**src/rtl/disp_pkg.sv**
```systemverilog
// Shared types and constants for the display BCD converter.
package disp_pkg;

  typedef enum logic [1:0] {
    IDLE  = 2'd0,
    SHIFT = 2'd1,
    DONE  = 2'd2
  } state_t;

  localparam int          DATA_W  = 32;
  localparam int          DIGITS  = 8;
  localparam int          CNT_W   = 5;
  localparam logic [31:0] BCD_MAX = 32'd99_999_999;
  localparam logic [31:0] BCD_SAT = 32'h9999_9999;

endpackage

```
**src/rtl/disp_bcd_conv_if.sv**
```systemverilog
// Request/result bundle between a display controller and disp_bcd_conv.
interface disp_bcd_conv_if;
  import disp_pkg::*;

  logic              start;
  logic [DATA_W-1:0] bin;
  logic              busy;
  logic              done;
  logic [DATA_W-1:0] bcd;
  logic              ovf;
  logic              neg;

  modport master (output start, bin, input busy, done, bcd, ovf, neg);
  modport slave  (input start, bin, output busy, done, bcd, ovf, neg);

endinterface

```
**src/rtl/bcd_digit_adj.sv**
```systemverilog
// Double-dabble nibble correction: add 3 to any BCD digit of 5 or more.
module bcd_digit_adj (
  input  logic [3:0] din,
  output logic [3:0] dout
);

  assign dout = (din >= 4'd5) ? din + 4'd3 : din;

endmodule

```
**src/rtl/disp_bcd_conv.sv**
```systemverilog
// Serial 32-bit binary to 8-digit BCD converter (double dabble, 32 shift cycles).
// Define DISP_BCD_SIGNED_EN to treat bin as two's complement and report the sign on neg.
module disp_bcd_conv
  import disp_pkg::*;
(
  input  logic             clk,
  input  logic             rst_n,
  disp_bcd_conv_if.slave   bus
);

  state_t            state, state_nxt;
  logic [DATA_W-1:0] acc, acc_adj, sr;
  logic [CNT_W-1:0]  cnt;
  logic              ovf_p, neg_p;
  logic [DATA_W-1:0] mag;
  logic              neg_in;
  logic [DATA_W-1:0] bcd_q;
  logic              ovf_q, neg_q, done_q;

  function automatic logic is_ovf(input logic [DATA_W-1:0] m);
    return (m > BCD_MAX);
  endfunction

  function automatic logic [DATA_W-1:0] sat_bcd(input logic [DATA_W-1:0] digits,
                                                 input logic            sat);
    return sat ? BCD_SAT : digits;
  endfunction

`ifdef DISP_BCD_SIGNED_EN
  logic signed [DATA_W-1:0] bin_s;
  assign bin_s = signed'(bus.bin);

  // -(-2^31) wraps back to 2^31 as an unsigned magnitude, which then overflows.
  always_comb begin
    neg_in = 1'b0;
    mag    = bus.bin;
    if (bin_s < 0) begin
      neg_in = 1'b1;
      mag    = unsigned'(-bin_s);
    end
  end
`else
  always_comb begin
    neg_in = 1'b0;
    mag    = bus.bin;
  end
`endif

  for (genvar g = 0; g < DIGITS; g++) begin : g_adj
    bcd_digit_adj u_adj (
      .din  (acc[4*g +: 4]),
      .dout (acc_adj[4*g +: 4])
    );
  end

  always_comb begin
    state_nxt = state;
    case (state)
      IDLE:    if (bus.start) state_nxt = SHIFT;
      SHIFT:   if (cnt == 5'd31) state_nxt = DONE;
      DONE:    state_nxt = IDLE;
      default: state_nxt = IDLE;
    endcase
  end

  always_ff @(posedge clk or negedge rst_n) begin
    if (!rst_n) state <= IDLE;
    else        state <= state_nxt;
  end

  always_ff @(posedge clk or negedge rst_n) begin
    if (!rst_n) begin
      acc    <= '0;
      sr     <= '0;
      cnt    <= '0;
      ovf_p  <= 1'b0;
      neg_p  <= 1'b0;
      bcd_q  <= '0;
      ovf_q  <= 1'b0;
      neg_q  <= 1'b0;
      done_q <= 1'b0;
    end else begin
      done_q <= (state == DONE);
      case (state)
        IDLE: begin
          if (bus.start) begin
            sr    <= mag;
            acc   <= '0;
            cnt   <= '0;
            ovf_p <= is_ovf(mag);
            neg_p <= neg_in;
          end
        end
        SHIFT: begin
          {acc, sr} <= {acc_adj, sr} << 1;
          if (cnt != 5'd31) cnt <= cnt + 5'd1;
        end
        DONE: begin
          bcd_q <= sat_bcd(acc, ovf_p);
          ovf_q <= ovf_p;
          neg_q <= neg_p;
        end
        default: ;
      endcase
    end
  end

  assign bus.busy = (state != IDLE);
  assign bus.done = done_q;
  assign bus.bcd  = bcd_q;
  assign bus.ovf  = ovf_q;
  assign bus.neg  = neg_q;

endmodule

```
**src/flat_wrapper.sv**
```systemverilog
// flat-port wrapper written by rule: the top's interface ports become plain ports
module disp_bcd_conv_flat import disp_pkg::*;
  (clk, rst_n, bus_start, bus_bin, bus_busy, bus_done, bus_bcd, bus_ovf, bus_neg);
  disp_bcd_conv_if bus_i ();
  input  logic clk;
  input  logic rst_n;
  input wire logic [$bits(bus_i.start)-1:0] bus_start;
  input wire logic [$bits(bus_i.bin)-1:0] bus_bin;
  output wire logic [$bits(bus_i.busy)-1:0] bus_busy;
  output wire logic [$bits(bus_i.done)-1:0] bus_done;
  output wire logic [$bits(bus_i.bcd)-1:0] bus_bcd;
  output wire logic [$bits(bus_i.ovf)-1:0] bus_ovf;
  output wire logic [$bits(bus_i.neg)-1:0] bus_neg;
  assign bus_i.start = bus_start;
  assign bus_i.bin = bus_bin;
  assign bus_busy = bus_i.busy;
  assign bus_done = bus_i.done;
  assign bus_bcd = bus_i.bcd;
  assign bus_ovf = bus_i.ovf;
  assign bus_neg = bus_i.neg;
  disp_bcd_conv u_core (.clk(clk), .rst_n(rst_n), .bus(bus_i));
endmodule
```
**config.mk**
```make
export PLATFORM = sky130hd
export DESIGN_NAME = disp_bcd_conv_flat
export DESIGN_NICKNAME = d
export VERILOG_FILES = /design/src/rtl/disp_pkg.sv /design/src/rtl/disp_bcd_conv_if.sv /design/src/rtl/bcd_digit_adj.sv /design/src/rtl/disp_bcd_conv.sv /design/src/flat_wrapper.sv
export SDC_FILE = /design/constraint.sdc
export NUM_CORES = 1
export LEC_CHECK = 0
export ABC_AREA = 1
export CAP_MARGIN = 20
export CORE_ASPECT_RATIO = 1.1
export CORE_UTILIZATION = 40
export CTS_CLUSTER_SIZE = 16
export DETAILED_ROUTE_END_ITERATION = 10
export GPL_TIMING_DRIVEN = 0
export SLEW_MARGIN = 5
export SYNTH_ARGS = -nofsm -noshare
export SYNTH_HDL_FRONTEND = slang
export SYNTH_SLANG_ARGS = --single-unit
```
**constraint.sdc**
```tcl
create_clock -name clk -period 3.8 [get_ports clk]
set_clock_uncertainty 0.1 [all_clocks]
set_input_delay 0.57 -clock clk [delete_from_list [all_inputs] [get_ports clk]]
set_output_delay 0.57 -clock clk [all_outputs]
set_load 0.01 [all_outputs]
```
Word-level counts from Yosys, hierarchy flattened. Cells that the tools add are included. W data, S select, Z words.

Bits in registers: 106. Bits in latches: 0. Memory bits (writable): 0. ROM bits: 0. Input bits: 35. Output and inout port bits: 36. Word-level logic and storage cells: 59. Memories kept: 0.

Add/sub/neg operators: 9. Multipliers: 0. Divide/modulo/power cells: 0. $lt $le $gt $ge: 9. Equal/unequal tests: 7. Shifts and indexed selects: 0. Muxes and demuxes: 19. Bitwise gates (word level): 0. Reductions and logical operators: 7.

Operators with widths (number): $pmux W32 S2 (2); $mux W32 (3); $ge A4 B3 Y1 const B (8); $gt A32 B27 Y1 const B (1); $add A4 B2 Y4 const B (7); $mux W4 (7); $mux W5 (2); $pmux W5 S2 (1); $reduce_and A2 Y1 (3); $add A5 B1 Y5 const B (1); $eq A5 B5 Y1 const B (1); $ne A5 B5 Y1 const B (1); $mux W2 (2); $ne A2 B1 Y1 const B (2); $pmux W2 S2 (1); $reduce_bool A2 Y1 (2); $add A3 B2 Y3 const B (1); $mux W3 (1); $reduce_and A3 Y1 (1); $eq A2 B1 Y1 const B (1); $eq A2 B2 Y1 const B (1); $logic_not A2 Y1 (1); $ne A2 B2 Y1 const B (1).

Logic depth before layout (Yosys ltp).
Depth after elaboration: 3. Depth in mapped cells: 9. Gate-level depth less buffers: 9.

Cells and area by module. A second synthesis with hierarchy kept.

Cell total of the unflattened synthesis: 681. Area, all modules: 5627.9 um^2.

Modules (own cells, without submodules): disp_bcd_conv (instances 1, cells each 497, area each 4546.9 um^2, seq. area each 2652.5 um^2); bcd_digit_adj (instances 8, cells each 23, area each 135.1 um^2, seq. area each 0.0 um^2).

Least setup slack after synthesis. OpenSTA, ideal clock, no wires.

Path type: register to register. Start: register u_core.cnt[0]. End: register u_core.cnt[2]. Data arrival time: 1.411 ns. Required time: 3.629 ns. Path slack: 2.218 ns. Stages on the path, launching flop included: 10. Buffers on the path: 0. Clock period less this slack: 1.582 ns. Path through: dfrtp_1 ha_1 inv_1 nor3_1 ha_1 nor2_2 nor2_4 o21ai_0 nand2_1 nor2_1.

Word-level cells in the longest chain between the ends: 3. Elaborated cells between the ends (all ways): 6. Those cells by class: 1 x add/sub; 2 x eq/ne; 2 x mux; 1 x reduce/logical.

RTL lines: start: declaration (RTL line disp_bcd_conv.sv:13) `logic [CNT_W-1:0] cnt;`; start signal: assignment (RTL line disp_bcd_conv.sv:96) `if (cnt != 5'd31) cnt <= cnt + 5'd1;`; $add A5 B1 Y5 / $ne A5 B5 Y1 (equally long branches) (RTL line disp_bcd_conv.sv:96); $mux W5 / $ne A2 B1 Y1 (equally long branches); $pmux W5 S2 / $reduce_and A3 Y1 (equally long branches).

Several ways; a longest one is shown, not always the timed one. The select of a mux whose other input is x is not followed. A chain may end at the register's enable or synchronous reset.

Worst setup path in the final report.
Start: register u_core.state[0]. End: output port bus_busy.

Word-level cells in the longest chain between the ends: 1.

RTL lines: start: declaration (RTL line disp_bcd_conv.sv:11) `state_t state, state_nxt;`; start signal: assignment (RTL line disp_bcd_conv.sv:68) `else state <= state_nxt;`; $reduce_bool A2 Y1 (RTL line disp_bcd_conv.sv:108) `assign bus.busy = (state != IDLE);`; end: declaration (RTL line flat_wrapper.sv:9) `output wire logic [$bits(bus_i.busy)-1:0] bus_busy;`.

No other way between the ends.

==> results.ini <==
[setup_path]
crit_required_ns = 3.13
critPathLaunchType = flip-flop
cp_max_fo = 3
worstSetupPathType = flip-flop to primary output
worst_setup_path_end_kind = primary output
arrival_ns = 1.46

[final_layout]
nFillCells = 1224
fin_area_um2 = 6330
final_nets = 710
drive_gt1_share_pct = 9.21
area_growth_pct = 23.6
antenna_cells = 0

[timing]
fmax_ghz = 0.469
rsz0062_at_grt = false
finalCritPeriodShare_pct = 56.1
finalSetupViolCount = 0
min_period_ns = 2.13
maxSlewHeadroom_pct = 64.5
layout_setup_ws_ns = 1.67
slew_violations = 0
finalHoldViolations = 0
worst-slew-pin-transition_ns = 0.533

[synth]
syn_area_um2 = 5120
yosys_warnings = 0
synth_compound_area_share_pct = 20.8
netlist.area_leader.share_pct = 51.8
synth-simple-area-share_pct = 13.5
synth.avg_cell_area_um2 = 8.91
yosysTopAreaCell = dfrtp_1
synth.distinct_cells = 32
synth_fa_ha_area_share_pct = 4.39
synth_top_family_by_area = compound AO/OA/AOI/OAI gates
synthCells = 575
yosys-top-cells-area = dfrtp_1 52%, o21ai_0 7.7%, nand2_1 6.7%
muxShareOfSynthArea_pct = 0.195
ys_ff_latch = 106
syn_nets = 628
synth_xor_area_share_pct = 1.20
ys_seq_area_share_pct = 51.8

[clocking]
ctsResizeCount = 0
cts-buffers-inserted = 9
path_clk_slew_ns = 0.07
cts_tree = built
clock_latency_ns = 0.34
clockBufferDepth = 2
cts_sinks = 106
cts-root-buf = clkbuf_16
cts_max_level = 3

[grt]
grt_pass1_vias = 4241
grt_overflow = 0
grt_max_degree = 78
gr-usage-all-layers_pct = 19.4
antenna_found_initial = 0
grt_pass1_wl_um = 19800

[floorplan]
coreArea_um2 = 12500
row_count = 43
die_width_um = 110
dieHeight_um = 121
boundaryPins = 71
die-area_um2 = 13300
start_util_pct = 40.9

[power_and_ir_drop]
clockPowerShare_pct = 18.4
combPwrFrac_pct = 43.8
p_switching_mw = 1.91
p_per_area_nw_per_um2 = 763
p_sw_share_pct = 39.5
p_leak_nw = 3.00
power_frac_seq_pct = 37.8
power.internal_mw = 2.92
ir_worst_vdd_mv = 0.271

[routing]
first_iter_violations = 172
postRouteAntennaNets = 0
post-route-drc-count = 0
dr.pass1.iters = 4
wl_per_cell_um = 14.6
num_vias = 4246
drt-total-wl_um = 12000
via_per_inst = 5.18

[placed_design]
io_buffers = 69
hpwl_um = 8650
dpl_cell_area_um2 = 6040
preCtsSetupSlack_ns = 1.45
gp_routability_congestion = 0.811

[min_path]
hp-class = flip-flop to flip-flop

[job]
maxCapViolations = 0

[outcome]
status = complete, no violations

-- layer usage --
metal  routed length, um  GRT usage (%)
met5                   0              0
met4                  85           6.17
met3                 376           3.23
met2                6030           33.0
met1                5500           24.9
-- worst max-delay path: stages, from the launching register on --
cell	delay (ns)
dfrtp_1	0.43
inv_1	0.10
nand2_1	0.08
clkdlybuf4s50_1	0.52
-- sequential cells by signal (all words and copies together) (netlist names) --
| name | count |
|---|---|
| u_core.cnt | 5 |
| u_core.bus.bcd | 32 |
| u_core.bus.ovf | 1 |
| u_core.bus.done | 1 |
| u_core.acc | 32 |
| u_core.sr | 32 |
| u_core.state | 2 |
| u_core.ovf_p | 1 |
-- cells in the mapped netlist --
| master | count |
|---|---|
| dfrtp_1 | 106 |
| nand2_1 | 92 |
| o21ai_0 | 79 |
| inv_1 | 74 |
| a21oi_1 | 41 |
| o211ai_1 | 31 |
| nor2_1 | 30 |
| ha_1 | 18 |
| o22ai_1 | 16 |
| nand3_1 | 14 |
| buf_2 | 11 |
| o21ai_2 | 10 |
| clkbuf_1 | 8 |
| or2_2 | 8 |
| xor2_1 | 7 |
| buf_4 | 4 |
| inv_2 | 4 |
| nor3_1 | 3 |
| a22o_1 | 2 |
| nand4_1 | 2 |
| nor2_4 | 2 |
| o21a_1 | 2 |
| o21ai_1 | 2 |
| buf_6 | 1 |
| conb_1 | 1 |
| mux2i_1 | 1 |
| nand2_2 | 1 |
| nand2_4 | 1 |
| nand3_2 | 1 |
| nor2_2 | 1 |
| nor2_8 | 1 |
| nor3b_1 | 1 |
-- through the flow --
| step | setup TNS [ns] | cells | total power, mW | util [%] | hold WS [ns] |
|---|---|---|---|---|---|
| floorplan | 0 | 575 | 3.31 | - | 0.174 |
| global placement | -218.98 | 801 | 3.87 | 48.0 | 0.365 |
| detailed placement | 0 | 802 | 3.96 | 48.2 | 0.366 |
| CTS | 0 | 819 | 4.87 | 50.5 | 0.388 |
| global route | 0 | 819 | 5.27 | 50.5 | 0.412 |
| finish | 0 | 819 | 4.84 | 50.5 | 0.382 |
-- layout by cell type, fill, tap and decap left out, drive strengths merged, types with 18 or more instances in the layout --
| cell | instances |
|---|---|
| nor2 | 34 |
| o21ai | 91 |
| nand2 | 94 |
| clkbuf | 22 |
| buf | 18 |
| a21oi | 41 |
| ha | 18 |
| clkdlybuf4s50 | 68 |
| inv | 78 |
| dfrtp | 106 |
| o211ai | 31 |
-- timing repair --
action / in CTS / in global routing
buffers inserted: 0 / 0
hold buffers: 1 / 0
hold endpoints to repair: 25 / 0
-- cells by family after synthesis --
family,after synthesis
other cells,1
mux,1
xor+xnor,7
fa+ha+maj,18
compound gates,183
buf+inv,102
simple gates,157
flops,106
-- power by group through the flow --
stage	registers (mW)	logic (mW)	clock network (mW)
3_5_place_dp	1.84	2.11	0
4_1_cts	1.83	2.13	0.915
6_report	1.83	2.12	0.890
2_1_floorplan	1.80	1.50	0
5_1_grt	1.87	2.45	0.952
3_3_place_gp	1.83	2.04	0
-- area by class of cell --
| class | instances | area, um^2 | area share (%) |
|---|---|---|---|
| buffer | 24 | 126 | 1.99 |
| clock buffer | 14 | 274 | 4.33 |
| clock inverter | 2 | 10.0 | 0.158 |
| inverter | 78 | 293 | 4.62 |
| multi-input combinational | 367 | 2050 | 32.4 |
| sequential | 106 | 2650 | 41.9 |
| tap | 157 | 196 | 3.10 |
| timing repair buffer | 71 | 729 | 11.5 |
-- final timing paths --
check	start	end	slack (ns)	cells past startpoint
setup / recovery	u_core.state[0]	bus_busy	1.67	3
hold / removal	u_core.bus.bcd[26]	u_core.bus.bcd[26]	0.38	2
setup reg to reg	u_core.state[0]	u_core.acc[27]	2.00	5
hold reg to reg	u_core.bus.bcd[26]	u_core.bus.bcd[26]	0.38	2
max in group asynchronous	rst_n	u_core.sr[24]	2.37	3
min in group asynchronous	rst_n	u_core.bus.done	0.57	2
No activity file was read; power rests on OpenSTA's default activity.
